File: config.mk
export PLATFORM = sky130hd
export DESIGN_NAME = branch_unit
export DESIGN_NICKNAME = d
export VERILOG_FILES = /design/src/rtl/branch_unit.sv
export SDC_FILE = /design/constraint.sdc
export NUM_CORES = 1
export LEC_CHECK = 0
export BUFFER_PORTS_ARGS = -buffer_cell sky130_fd_sc_hd__buf_2
export CAP_MARGIN = 10
export CORE_MARGIN = 4
export CORE_UTILIZATION = 45
export CTS_BUF_LIST = sky130_fd_sc_hd__clkbuf_4 sky130_fd_sc_hd__clkbuf_8
export DETAILED_ROUTE_END_ITERATION = 6
export PLACE_DENSITY_LB_ADDON = 0.1
export SYNTH_ARGS = -nofsm -noshare
export SYNTH_HDL_FRONTEND = slang
export SYNTH_SLANG_ARGS = --single-unit
File: constraint.sdc
create_clock -name clk -period 22.9 [get_ports clk]
set_clock_uncertainty 0.1 [all_clocks]
set_input_delay 2.29 -clock clk [delete_from_list [all_inputs] [get_ports clk]]
set_output_delay 2.29 -clock clk [all_outputs]
set_load 0.005 [all_outputs]
File: src/rtl/branch_unit.sv
// Two-stage branch/jump resolution unit.
// S1 decodes the instruction class and immediate and registers the operands;
// S2 evaluates the condition, forms target/link and registers the result.
// A saturating counter tracks retired, correctly aligned, taken control transfers.
module branch_unit #(
  parameter int XLEN  = 32,
  parameter int CNT_W = 16,
  parameter int C_EXT = 0
) (
  input  logic             clk,
  input  logic             rst,
  input  logic             flush,
  input  logic             in_valid,
  output logic             in_ready,
  input  logic [31:0]      in_instr,
  input  logic [XLEN-1:0]  in_pc,
  input  logic [XLEN-1:0]  in_rs1_val,
  input  logic [XLEN-1:0]  in_rs2_val,
  output logic             out_valid,
  input  logic             out_ready,
  output logic [XLEN-1:0]  out_pc,
  output logic             out_taken,
  output logic [XLEN-1:0]  out_target,
  output logic [XLEN-1:0]  out_link,
  output logic             out_misaligned,
  output logic             out_illegal,
  output logic [CNT_W-1:0] taken_count
);

  typedef enum logic [1:0] {OP_BR, OP_JAL, OP_JALR, OP_ILL} op_e;

  // S1 state
  logic            r_s1_valid;
  op_e             r_s1_op;
  logic [2:0]      r_s1_f3;
  logic [XLEN-1:0] r_s1_imm;
  logic [XLEN-1:0] r_s1_pc;
  logic [XLEN-1:0] r_s1_rs1;
  logic [XLEN-1:0] r_s1_rs2;

  // S2 (output) state
  logic             r_out_valid;
  logic [XLEN-1:0]  r_out_pc;
  logic             r_out_taken;
  logic [XLEN-1:0]  r_out_target;
  logic [XLEN-1:0]  r_out_link;
  logic             r_out_misaligned;
  logic             r_out_illegal;
  logic [CNT_W-1:0] r_taken_count;

  logic            w_s2_adv;
  logic            w_accept;
  op_e             w_dec_op;
  logic [XLEN-1:0] w_dec_imm;
  logic            w_eq;
  logic            w_lt_s;
  logic            w_lt_u;
  logic            w_cond;
  logic [XLEN-1:0] w_pc_sum;
  logic [XLEN-1:0] w_reg_sum;
  logic            w_taken;
  logic            w_illegal;
  logic [XLEN-1:0] w_target;
  logic            w_misaligned;
  logic            w_count_en;

  // S2 can take new data when it is empty or its result is being consumed;
  // S1 is free when empty or draining into S2 this cycle.
  assign w_s2_adv = !r_out_valid || out_ready;
  assign in_ready = !r_s1_valid || w_s2_adv;
  assign w_accept = in_valid && in_ready && !flush;

  // Decode instruction class and sign-extended immediate
  always_comb begin
    w_dec_op  = OP_ILL;
    w_dec_imm = '0;
    case (in_instr[6:0])
      7'b1100011: begin
        w_dec_op  = OP_BR;
        w_dec_imm = {{(XLEN-13){in_instr[31]}}, in_instr[31], in_instr[7],
                     in_instr[30:25], in_instr[11:8], 1'b0};
      end
      7'b1101111: begin
        w_dec_op  = OP_JAL;
        w_dec_imm = {{(XLEN-21){in_instr[31]}}, in_instr[31], in_instr[19:12],
                     in_instr[20], in_instr[30:21], 1'b0};
      end
      7'b1100111: begin
        w_dec_op  = (in_instr[14:12] == 3'b000) ? OP_JALR : OP_ILL;
        w_dec_imm = {{(XLEN-12){in_instr[31]}}, in_instr[31:20]};
      end
      default: begin
        w_dec_op  = OP_ILL;
        w_dec_imm = '0;
      end
    endcase
  end

  // S1 register: capture decoded fields and operands on accept
  always_ff @(posedge clk or posedge rst) begin
    if (rst) begin
      r_s1_valid <= 1'b0;
      r_s1_op    <= OP_ILL;
      r_s1_f3    <= '0;
      r_s1_imm   <= '0;
      r_s1_pc    <= '0;
      r_s1_rs1   <= '0;
      r_s1_rs2   <= '0;
    end else begin
      if (flush) begin
        r_s1_valid <= 1'b0;
      end else if (in_ready) begin
        r_s1_valid <= in_valid;
      end
      if (w_accept) begin
        r_s1_op  <= w_dec_op;
        r_s1_f3  <= in_instr[14:12];
        r_s1_imm <= w_dec_imm;
        r_s1_pc  <= in_pc;
        r_s1_rs1 <= in_rs1_val;
        r_s1_rs2 <= in_rs2_val;
      end
    end
  end

  assign w_eq      = (r_s1_rs1 == r_s1_rs2);
  assign w_lt_s    = ($signed(r_s1_rs1) < $signed(r_s1_rs2));
  assign w_lt_u    = (r_s1_rs1 < r_s1_rs2);
  assign w_pc_sum  = r_s1_pc + r_s1_imm;
  assign w_reg_sum = r_s1_rs1 + r_s1_imm;

  // Branch condition select by funct3; reserved encodings never take
  always_comb begin
    w_cond = 1'b0;
    case (r_s1_f3)
      3'b000:  w_cond = w_eq;
      3'b001:  w_cond = !w_eq;
      3'b100:  w_cond = w_lt_s;
      3'b101:  w_cond = !w_lt_s;
      3'b110:  w_cond = w_lt_u;
      3'b111:  w_cond = !w_lt_u;
      default: w_cond = 1'b0;
    endcase
  end

  // Resolve taken/illegal/target for the instruction sitting in S1
  always_comb begin
    w_taken   = 1'b0;
    w_illegal = 1'b0;
    w_target  = w_pc_sum;
    case (r_s1_op)
      OP_BR: begin
        w_taken   = w_cond;
        w_illegal = (r_s1_f3[2:1] == 2'b01);
      end
      OP_JAL: begin
        w_taken = 1'b1;
      end
      OP_JALR: begin
        w_taken  = 1'b1;
        w_target = {w_reg_sum[XLEN-1:1], 1'b0};
      end
      default: begin
        w_illegal = 1'b1;
      end
    endcase
  end

  // With 4-byte alignment only, a taken target with bit 1 set faults
  assign w_misaligned = (C_EXT == 0) && w_taken && w_target[1];

  // S2 register: outputs hold while stalled, flush drops the valid bit
  always_ff @(posedge clk or posedge rst) begin
    if (rst) begin
      r_out_valid      <= 1'b0;
      r_out_pc         <= '0;
      r_out_taken      <= 1'b0;
      r_out_target     <= '0;
      r_out_link       <= '0;
      r_out_misaligned <= 1'b0;
      r_out_illegal    <= 1'b0;
    end else begin
      if (flush) begin
        r_out_valid <= 1'b0;
      end else if (w_s2_adv) begin
        r_out_valid <= r_s1_valid;
      end
      if (w_s2_adv && r_s1_valid && !flush) begin
        r_out_pc         <= r_s1_pc;
        r_out_taken      <= w_taken;
        r_out_target     <= w_target;
        r_out_link       <= r_s1_pc + XLEN'(4);
        r_out_misaligned <= w_misaligned;
        r_out_illegal    <= w_illegal;
      end
    end
  end

  assign w_count_en = r_out_valid && out_ready && r_out_taken &&
                      !r_out_misaligned && !r_out_illegal &&
                      (r_taken_count != {CNT_W{1'b1}});

  // Saturating retire counter; a handshake in a flush cycle still counts
  always_ff @(posedge clk or posedge rst) begin
    if (rst) begin
      r_taken_count <= '0;
    end else if (w_count_en) begin
      r_taken_count <= r_taken_count + CNT_W'(1);
    end
  end

  assign out_valid      = r_out_valid;
  assign out_pc         = r_out_pc;
  assign out_taken      = r_out_taken;
  assign out_target     = r_out_target;
  assign out_link       = r_out_link;
  assign out_misaligned = r_out_misaligned;
  assign out_illegal    = r_out_illegal;
  assign taken_count    = r_taken_count;

endmodule
==> impl_metrics.ini, run 1 <==
[run_status]
outcome = finished clean

[yosys]
synth_mux_area_frac = 0.0898
synth_edf_count = 0
synthFlopType = dfrtp_1
synth_compound_area_frac = 0.148
synth-simple-area-share = 0.138
post-synth-top-count-cell = dfrtp_1
synth_xor_area_frac = 0.0640
yosysSeqAreaShare = 0.434
yosys-top-cells-count = dfrtp_1, nand2_1, mux2_2
netlist.area_leader.share = 0.430
synthCells = 1401
synth_cell_type_count = 72
postSynth.asyncResetShare = 1.00
yosys_warnings = 0
syn_area_um2 = 13700
yosys.area.top_type = dfrtp_1
synth-adder-area-share = 0.0926
synthTopCellsByArea = dfrtp_1, ha_1, mux2_2, nand2_1, o21ai_0
synth_top_family_by_area = compound AO/OA/AOI/OAI gates
syn_nets = 1634
synth-seq-cells = 237
syn_area_per_cell_um2 = 9.76

[setup_path]
critPathCaptureType = output pin
crit_slowest_cell = nor2b_1
cp_max_fo = 5
crit_chain = buf_2 -> nor2b_1 -> nand2_1 -> buf_2
path_class = primary input to output pin
max_stage_delay_ns = 0.30
cp.arrival_ns = 2.96
crit_path_start_kind = primary input
cp_common_cell = buf_2
required_ns = 20.51

[grt]
grt_pass1_wl_mm = 55.2
grt_max_degree = 97
grt_antenna_before_repair = 2
grt_usage = 0.202
grt_overflow = 0
first_global_vias = 10560

[clock_network]
cts_tree = done
cts_root_buffer = clkbuf_8
cts_inserted_buffers = 42
htree_num_levels = 2
postCtsSetupBuffers = 0
clkLatencyLatePin_ns = 0.54
cts_hold_buf = 0
cts_resized = 0
clk_pin_slew_ns = 0.06
clock-sinks = 237
cts.path.max_buffers = 3

[timing]
setup_violations = 0
final.setup.tns_ns = 0
hold_slack_ns = 0.361
max_freq_mhz = 187
tightest_slew_ns = 1.05
finalHoldViolCount = 0
slew_violations = 0
rsz0062_at_grt = no
min_period_ns = 5.35
slew-limit-headroom = 0.302
finalCritPeriodShare = 0.234

[power]
peakVddDrop_v = 0.0000403
power_density_nw_per_um2 = 76.7
leakagePower_nw = 8.15

[floorplan]
die_w_um = 182
core_area_um2 = 29800
die_area_um2 = 33200
row_count = 63
io_pins = 250
start_util = 0.459
die_y_um = 182

[cells_and_area]
finalInstanceArea_um2 = 16200
layout-drive-gt1-share = 0.273
insertedDiodeCount = 0
multi_input_area_um2 = 7290
n_fill_cell = 2817
seq_area_um2 = 5930
fin_nets = 1883
syn2layout_area_growth_pct = 18.3

[route]
drc_errors = 0
ant_nets = 0
dr.pass1.iters = 4
vias_per_cell = 5.16
dr.first_iter.drc_count = 602
routed_wl_mm = 34.0
wl_per_cell_um = 16.4
vias = 10691

[placement]
placed_area_um2 = 15200
gp_congestion = 0.849
numPortBuffers = 249
dp_hpwl_mm = 25.5

[flow_run]
cap_violations = 0

[hold_path]
hold_path.class = flop to flop
## registers in the layout, indices dropped and copies added, names as in the netlist
name	cells
out_illegal	1
out_link	30
out_misaligned	1
out_pc	32
out_taken	1
out_target	32
out_valid	1
r_s1_f3	3
r_s1_imm	21
r_s1_op	2
r_s1_pc	32
r_s1_rs1	32
r_s1_rs2	32
r_s1_valid	1
taken_count	16
## worst paths after layout
path	startpoint	slack, ns	to	cells past startpoint
setup / recovery	out_ready	17.55	in_ready	4
hold / removal	out_target[0]	0.36	out_target[0]	2
setup reg to reg	r_s1_imm[0]	19.26	out_target[26]	12
hold reg to reg	out_target[0]	0.36	out_target[0]	2
max in group asynchronous	rst	19.50	out_target[21]	3
min in group asynchronous	rst	1.74	taken_count[3]	2
## cells by family after synthesis
group | Yosys count
buffers and inverters | 112
and+or+nand+nor | 421
xor gates and xnor gates | 100
AOI/OAI and AO/OA | 321
adders and majority gates | 100
DFF | 237
muxes | 110
## layer usage
metal,up-vias,track usage,share of wire,wire length (µm)
met1,4955,0.305,0.50,17100
li1,5422,-,-,-
met4,4,0.0465,0.018,619
met2,258,0.296,0.41,14100
met3,52,0.0468,0.063,2130
met5,-,0,0.0010,34
## where the power goes
group / internal [W] / total [W] / switching [W]
Sequential: 0.000485 / 0.000543 / 0.0000580
Clock: 0.000262 / 0.000434 / 0.000172
Combinational: 0.000129 / 0.000264 / 0.000136
## cell usage in the layout (no fill, tap or decap), types with 3 or more instances in the layout
master,netlist,final
nor3_1,13,13
nor2_1,71,71
ha_1,98,97
buf_2,1,249
nand3_1,19,19
dfrtp_1,235,235
nand3b_1,5,5
clkinv_2,0,3
buf_4,4,7
nand2b_1,9,9
nand2_1,226,226
bufinv_16,0,3
a211oi_1,3,3
o221ai_1,3,3
clkbuf_4,0,17
nor2b_1,13,13
or3_1,4,4
o21bai_1,8,8
a22oi_1,4,4
a21o_1,40,40
xnor2_1,54,54
and3_1,15,15
and4_1,3,3
o21a_1,11,11
and2_1,4,4
o21ai_0,99,99
o21ai_1,5,5
o31a_1,3,3
inv_1,61,60
mux2i_1,8,8
a22o_1,8,8
mux2_2,102,102
a21oi_1,86,86
clkbuf_8,2,51
nand4_1,23,23
o31ai_1,6,6
or2_2,4,4
a31oi_1,10,10
xor2_1,46,46
o211ai_1,8,8
## stage by stage
| stage | util | worst slack, ns | cells | power, W |
|---|---|---|---|---|
| floorplan | - | 14.01 | 1401 | 0.000709 |
| finish | 0.543 | 17.55 | 2070 | 0.00124 |
| global route | 0.543 | 17.44 | 2070 | 0.00132 |
| global placement | 0.512 | 17.58 | 1996 | 0.000811 |
| detailed placement | 0.512 | 17.55 | 1996 | 0.000819 |
| CTS | 0.543 | 17.55 | 2070 | 0.00126 |
## critical path, delay by kind of cell
kind / cells / cell delay, ns
buffers and inverters: 2 / 0.24
AND/OR/NAND/NOR: 2 / 0.42
## area by class of cell
| type | instances | area share |
|---|---|---|
| timing repair buffer | 256 | 0.0803 |
| multi-input combinational | 1052 | 0.451 |
| sequential | 237 | 0.367 |
| inverter | 61 | 0.0146 |
| tap | 390 | 0.0302 |
| clock inverter | 6 | 0.00650 |
| clock buffer | 68 | 0.0513 |
No activity file was read; power rests on OpenSTA's default activity.
==> run 2, diff against run 1 <==
--- a/config.mk
+++ b/config.mk
@@ -5,6 +5,7 @@
 export SDC_FILE = /design/constraint.sdc
 export NUM_CORES = 1
 export LEC_CHECK = 0
+export ABC_AREA = 1
 export BUFFER_PORTS_ARGS = -buffer_cell sky130_fd_sc_hd__buf_2
 export CAP_MARGIN = 10
 export CORE_MARGIN = 4
==> constraint.sdc (replaced) <==
create_clock -name clk -period 5.4 [get_ports clk]
set_clock_uncertainty 0.1 [all_clocks]
set_input_delay 0.54 -clock clk [delete_from_list [all_inputs] [get_ports clk]]
set_output_delay 0.54 -clock clk [all_outputs]
set_load 0.005 [all_outputs]
==> impl_metrics.ini, run 2 <==
[cells_and_area]
layout-drive-gt1-share = 0.177
fin_nets = 2440
final_cell_mix = nand2_1, buf_2, dfrtp_1
layout_commonest_cell = nand2_1
n_fill_cell = 3132
syn2layout_area_growth_pct = 18.1
insertedDiodeCount = 0
instances_no_fill = 2643

[timing]
final.setup.tns_ns = 0
finalHoldViolCount = 0
slew_violations = 0
tightest_slew_ns = 1.26
max_freq_mhz = 335
min_period_ns = 2.99
finalCritPeriodShare = 0.553
fin_ws_ns = 2.41
rsz0062_at_grt = no
slew-limit-headroom = 0.160
setup_violations = 0

[yosys]
syn_area_um2 = 14600
yosys-top-cells-count = nand2_1, dfrtp_1, inv_1
post-synth-top-count-cell = nand2_1
yosysSeqAreaShare = 0.408
syn_nets = 2189
synth_cell_type_count = 54
synth-seq-cells = 237
yosys_warnings = 0
syn_area_per_cell_um2 = 7.44
postSynth.asyncResetShare = 1.00
synthCells = 1956
synth_edf_count = 0
synthFlopType = dfrtp_1
synthTopCellsByArea = dfrtp_1, nand2_1, ha_1, o21ai_0, inv_1
netlist.area_leader.share = 0.404
yosys.area.top_type = dfrtp_1

[setup_path]
crit_path_start = r_s1_imm[30]
required_ns = 5.78
crit_path_start_kind = flop
cp_common_cell = nand2_1
crit_slowest_cell = dfrtp_1
max_stage_delay_ns = 0.68
r2r_start = r_s1_imm[30]
cp-endpoint = out_target[31]
critPathCaptureType = flop
rr_endpoint = out_target[31]
crit_chain = buf_4 -> ha_1 -> a21oi_1 -> o21ai_0 -> a21oi_1 -> o21ai_0 -> nor2_1 -> nand2_1 -> xnor2_1 -> nand2_1 -> nand2_1 -> nand2_1 -> nand2_1
path_buf_inv = 1
cp_max_fo = 13
cp.arrival_ns = 3.37
r2r_slack_ns = 2.41
cp_num_cells = 13
path_class = flop to flop
worst_r2r_path_depth = 13
cpLargestDelayFamily = flip-flops

[grt]
grt_antenna_before_repair = 0
grt_overflow = 0
grt_max_degree = 117
first_global_vias = 13467
grt_usage = 0.250
grt_pass1_wl_mm = 71.5

[route]
routed_wl_mm = 44.6
drc_errors = 0
ant_nets = 0
wl_per_cell_um = 16.9
vias = 13687
dr.pass1.iters = 5
dr.first_iter.drc_count = 946
vias_per_cell = 5.18

[floorplan]
die_y_um = 188
die_area_um2 = 35300
die_w_um = 188
start_util = 0.459
core_area_um2 = 31700
io_pins = 250
row_count = 65

[clock_network]
clk_pin_slew_ns = 0.06
clock-sinks = 237
clkLatencyLatePin_ns = 0.55
cts_tree = done
cts_root_buffer = clkbuf_8
htree_num_levels = 2
cts_inserted_buffers = 44
cts.path.max_buffers = 3

[placement]
gp_congestion = 0.960
dp_cells = 2562
pre_cts_slack_ns = 2.25
numPortBuffers = 249
dp_hpwl_mm = 34.3

[flow_run]
cap_violations = 0

[power]
power_density_nw_per_um2 = 316
leakagePower_nw = 9.25
peakVddDrop_v = 0.000157

[run_status]
outcome = finished clean

[hold_path]
hold_path.class = primary input to flop
## run 2: power breakdown
| part | switching (W) | internal, W |
|---|---|---|
| Clock | 0.000755 | 0.00115 |
| Sequential | 0.000251 | 0.00206 |
| Combinational | 0.000728 | 0.000486 |
| Total | 0.00173 | 0.00369 |
## run 2: layout make-up
cell class	count	area (µm²)	share of cell area
multi-input combinational	1481	7700	0.448
clock inverter	5	55.1	0.00320
tap	402	503	0.0292
clock buffer	75	951	0.0553
timing repair buffer	258	1350	0.0787
inverter	185	701	0.0407
sequential	237	5930	0.345
## run 2: through the flow
| stage | utilization | total power, W | hold WS (ns) | cell area (µm²) |
|---|---|---|---|---|
| detailed placement | 0.510 | 0.00355 | 0.362 | 16200 |
| floorplan | - | 0.00301 | 0.353 | 14600 |
| finish | 0.542 | 0.00543 | 0.0838 | 17200 |
| CTS | 0.542 | 0.00550 | 0.0502 | 17200 |
| global route | 0.542 | 0.00579 | 0.0589 | 17200 |
| global placement | 0.510 | 0.00352 | 0.358 | 16200 |
## run 2: how the worst min path moves through the flow
stage                              start             end  cells after the start
final                          in_pc[18]     r_s1_pc[18]                      3
after global routing       in_rs1_val[3]     r_s1_rs1[3]                      3
after CTS                 in_rs1_val[28]    r_s1_rs1[28]                      3
after detailed placement  out_target[18]  out_target[18]                      2
after global placement        out_pc[18]      out_pc[18]                      2
after floorplan              r_s1_rs2[0]     r_s1_rs2[0]                      2
## run 2: logic make-up (layout without fill, tap and decap cells)
logic type | Yosys count | count (layout) | synth area share
compound gates | 367 | 367 | 0.144
xor+xnor | 30 | 30 | 0.0180
fa+ha+maj | 100 | 100 | 0.0870
buf+inv | 238 | 523 | 0.0640
flops | 237 | 237 | 0.408
mux | 1 | 1 | 0.000688
simple gates | 983 | 983 | 0.279
## run 2: worst register-to-register path, delay by kind of cell (launching register included)
kind	cells	cell delay, ns
flip-flops	1	0.68
AND/OR/NAND/NOR	6	0.58
AO/OA/AOI/OAI	4	0.64
adder cells (fa/ha/maj)	1	0.34
buffers and inverters	1	0.31
XOR/XNOR	1	0.27
## run 2: what timing repair did
item,4_1_cts,5_1_grt
buffers inserted,0,0
hold endpoints to repair,18,0
resized for setup,0,0
hold buffers,1,0
## run 2: layer usage
layer,track usage,wire length [µm]
met5,0,0
met1,0.343,20500
met3,0.0393,2550
met2,0.410,20100
met4,0.0768,1370
==> run 3, diff against run 2 <==
--- a/config.mk
+++ b/config.mk
@@ -5,7 +5,7 @@
 export SDC_FILE = /design/constraint.sdc
 export NUM_CORES = 1
 export LEC_CHECK = 0
-export ABC_AREA = 1
+export ABC_AREA = 0
 export BUFFER_PORTS_ARGS = -buffer_cell sky130_fd_sc_hd__buf_2
 export CAP_MARGIN = 10
 export CORE_MARGIN = 4
==> constraint.sdc (replaced) <==
create_clock -name clk -period 2.94 [get_ports clk]
set_clock_uncertainty 0.1 [all_clocks]
set_input_delay 0.294 -clock clk [delete_from_list [all_inputs] [get_ports clk]]
set_output_delay 0.294 -clock clk [all_outputs]
set_load 0.005 [all_outputs]
==> impl_metrics.ini, run 3 (synthesis results as in run 1) <==
[route]
wl_per_cell_um = 16.4
drc_errors = 0
ant_nets = 0
routed_wl_mm = 38.5
dr.first_iter.drc_count = 651
dr.pass1.iters = 5
vias_per_cell = 5.08
vias = 11937

[cells_and_area]
n_fill_cell = 2508
fin_nets = 2161
instances_no_fill = 2349
layout-drive-gt1-share = 0.351
syn2layout_area_growth_pct = 39.9
final_cell_mix = buf_2, dfrtp_1, nand2_1
layout_commonest_cell = buf_2
insertedDiodeCount = 0
utilization = 0.642

[timing]
rsz0062_at_grt = yes
tightest_slew_ns = 0.762
hold_slack_ns = 0.0536
fin_ws_ns = -0.138
slew-limit-headroom = 0.492
finalCritPeriodShare = 1.05
setup_violations = 14
min_period_ns = 3.08
max_freq_mhz = 325
finalHoldViolCount = 0
slew_violations = 0

[placement]
gp_congestion = 0.903
pre_cts_slack_ns = -0.410
numPortBuffers = 249
dp_hpwl_mm = 27.9
dp_cells = 2124

[setup_path]
crit_path_start = r_s1_imm[0]
path_class = flop to flop
cp-endpoint = out_target[20]
cp_max_fo = 4
cp.arrival_ns = 3.44
rr_endpoint = out_target[20]
crit_path_start_kind = flop
r2r_start = r_s1_imm[0]
worst_r2r_path_depth = 14
critPathCaptureType = flop
required_ns = 3.31
r2r_slack_ns = -0.14

[floorplan]
core_area_um2 = 29800
io_pins = 250
row_count = 63
die_y_um = 182
start_util = 0.459
die_w_um = 182
die_area_um2 = 33200

[clock_network]
clock-sinks = 237
cts_tree = done
htree_num_levels = 2
clkLatencyLatePin_ns = 0.55
cts.path.max_buffers = 3
cts_root_buffer = clkbuf_8
clk_pin_slew_ns = 0.06
cts_inserted_buffers = 44

[grt]
first_global_vias = 12253
grt_pass1_wl_mm = 63.0
grt_usage = 0.230
grt_max_degree = 88
grt_overflow = 0
grt_antenna_before_repair = 2

[power]
power_w = 0.0102
peakVddDrop_v = 0.000388
power_density_nw_per_um2 = 532
leakagePower_nw = 9.49

[run_status]
violations = setup timing
outcome = complete, but fails checks

[hold_path]
hold_path.class = primary input to flop

[flow_run]
cap_violations = 0
run 3: cell types whose count changed in the layout (fill, tap and decap cells not counted), sizes merged, moves of 16 or more:
cell	before	now
and3	1	17
nand2	702	226
nor2	143	71
dlygate4sd3	1	124
buf	257	408
mux2	0	102
a21o	13	42
nor3	32	13
inv	184	60
a21oi	123	86
nand3	66	19
o21ai	162	105
xor2	18	46
xnor2	12	54
run 3: how the worst min path moves through the flow:
stage	cells past startpoint	startpoint	endpoint	slack, ns
after floorplan	1	flush	out_valid	0.26
after global placement	2	rst	out_pc[0]	0.20
after detailed placement	2	rst	out_pc[0]	0.20
after CTS	3	in_instr[3]	r_s1_op[0]	0.006
after global routing	3	in_instr[3]	r_s1_op[0]	0.03
final	3	in_instr[3]	r_s1_op[0]	0.05
run 3: critical path, cell delays in order, from the launching register on:
cell and delay (ns):
dfrtp_1 0.40, buf_6 0.12, and2_4 0.15, fa_2 0.35
a21o_4 0.22, a221oi_4 0.26, o31a_1 0.23, o31a_1 0.27
buf_4 0.15, o21ba_4 0.15, o21bai_1 0.08, a21oi_2 0.14
xnor2_1 0.16, a21oi_1 0.09, o21ai_1 0.13
run 3: power by group:
part	switching, W	internal [W]	total [W]
logic	0.00131	0.00140	0.00271
clock network	0.00140	0.00189	0.00329
registers	0.000388	0.00378	0.00417
total	0.00310	0.00707	0.0102
run 3: layout make-up:
cell class,count,area [µm²],share of cell area
sequential,237,5940,0.310
timing repair buffer,532,3800,0.199
clock buffer,67,835,0.0436
tap,390,488,0.0255
inverter,61,233,0.0122
multi-input combinational,1052,7750,0.405
clock inverter,10,82.6,0.00432
run 3: metal layers:
layer	up-vias	part of all wire	global-route usage
li1	5960	-	-
met1	5589	0.48	0.327
met2	305	0.44	0.367
met3	79	0.055	0.0405
met4	4	0.023	0.0588
met5	-	0.00055	0
run 3: per-stage QoR:
step	TNS (ns)	instance area, µm²
after global placement	-2.88	16300
after CTS	-0.511	18800
final	-0.948	19100
after global routing	-2.90	19100
after detailed placement	-3.65	16300
after floorplan	-131.20	13700
run 3: timing repair:
item,in CTS,in global routing
hold buffers,124,0
buffers inserted,13,11
endpoints found under the hold margin,154,0
resized for setup,58,52
pin swaps,59,48
setup endpoints to repair,21,23
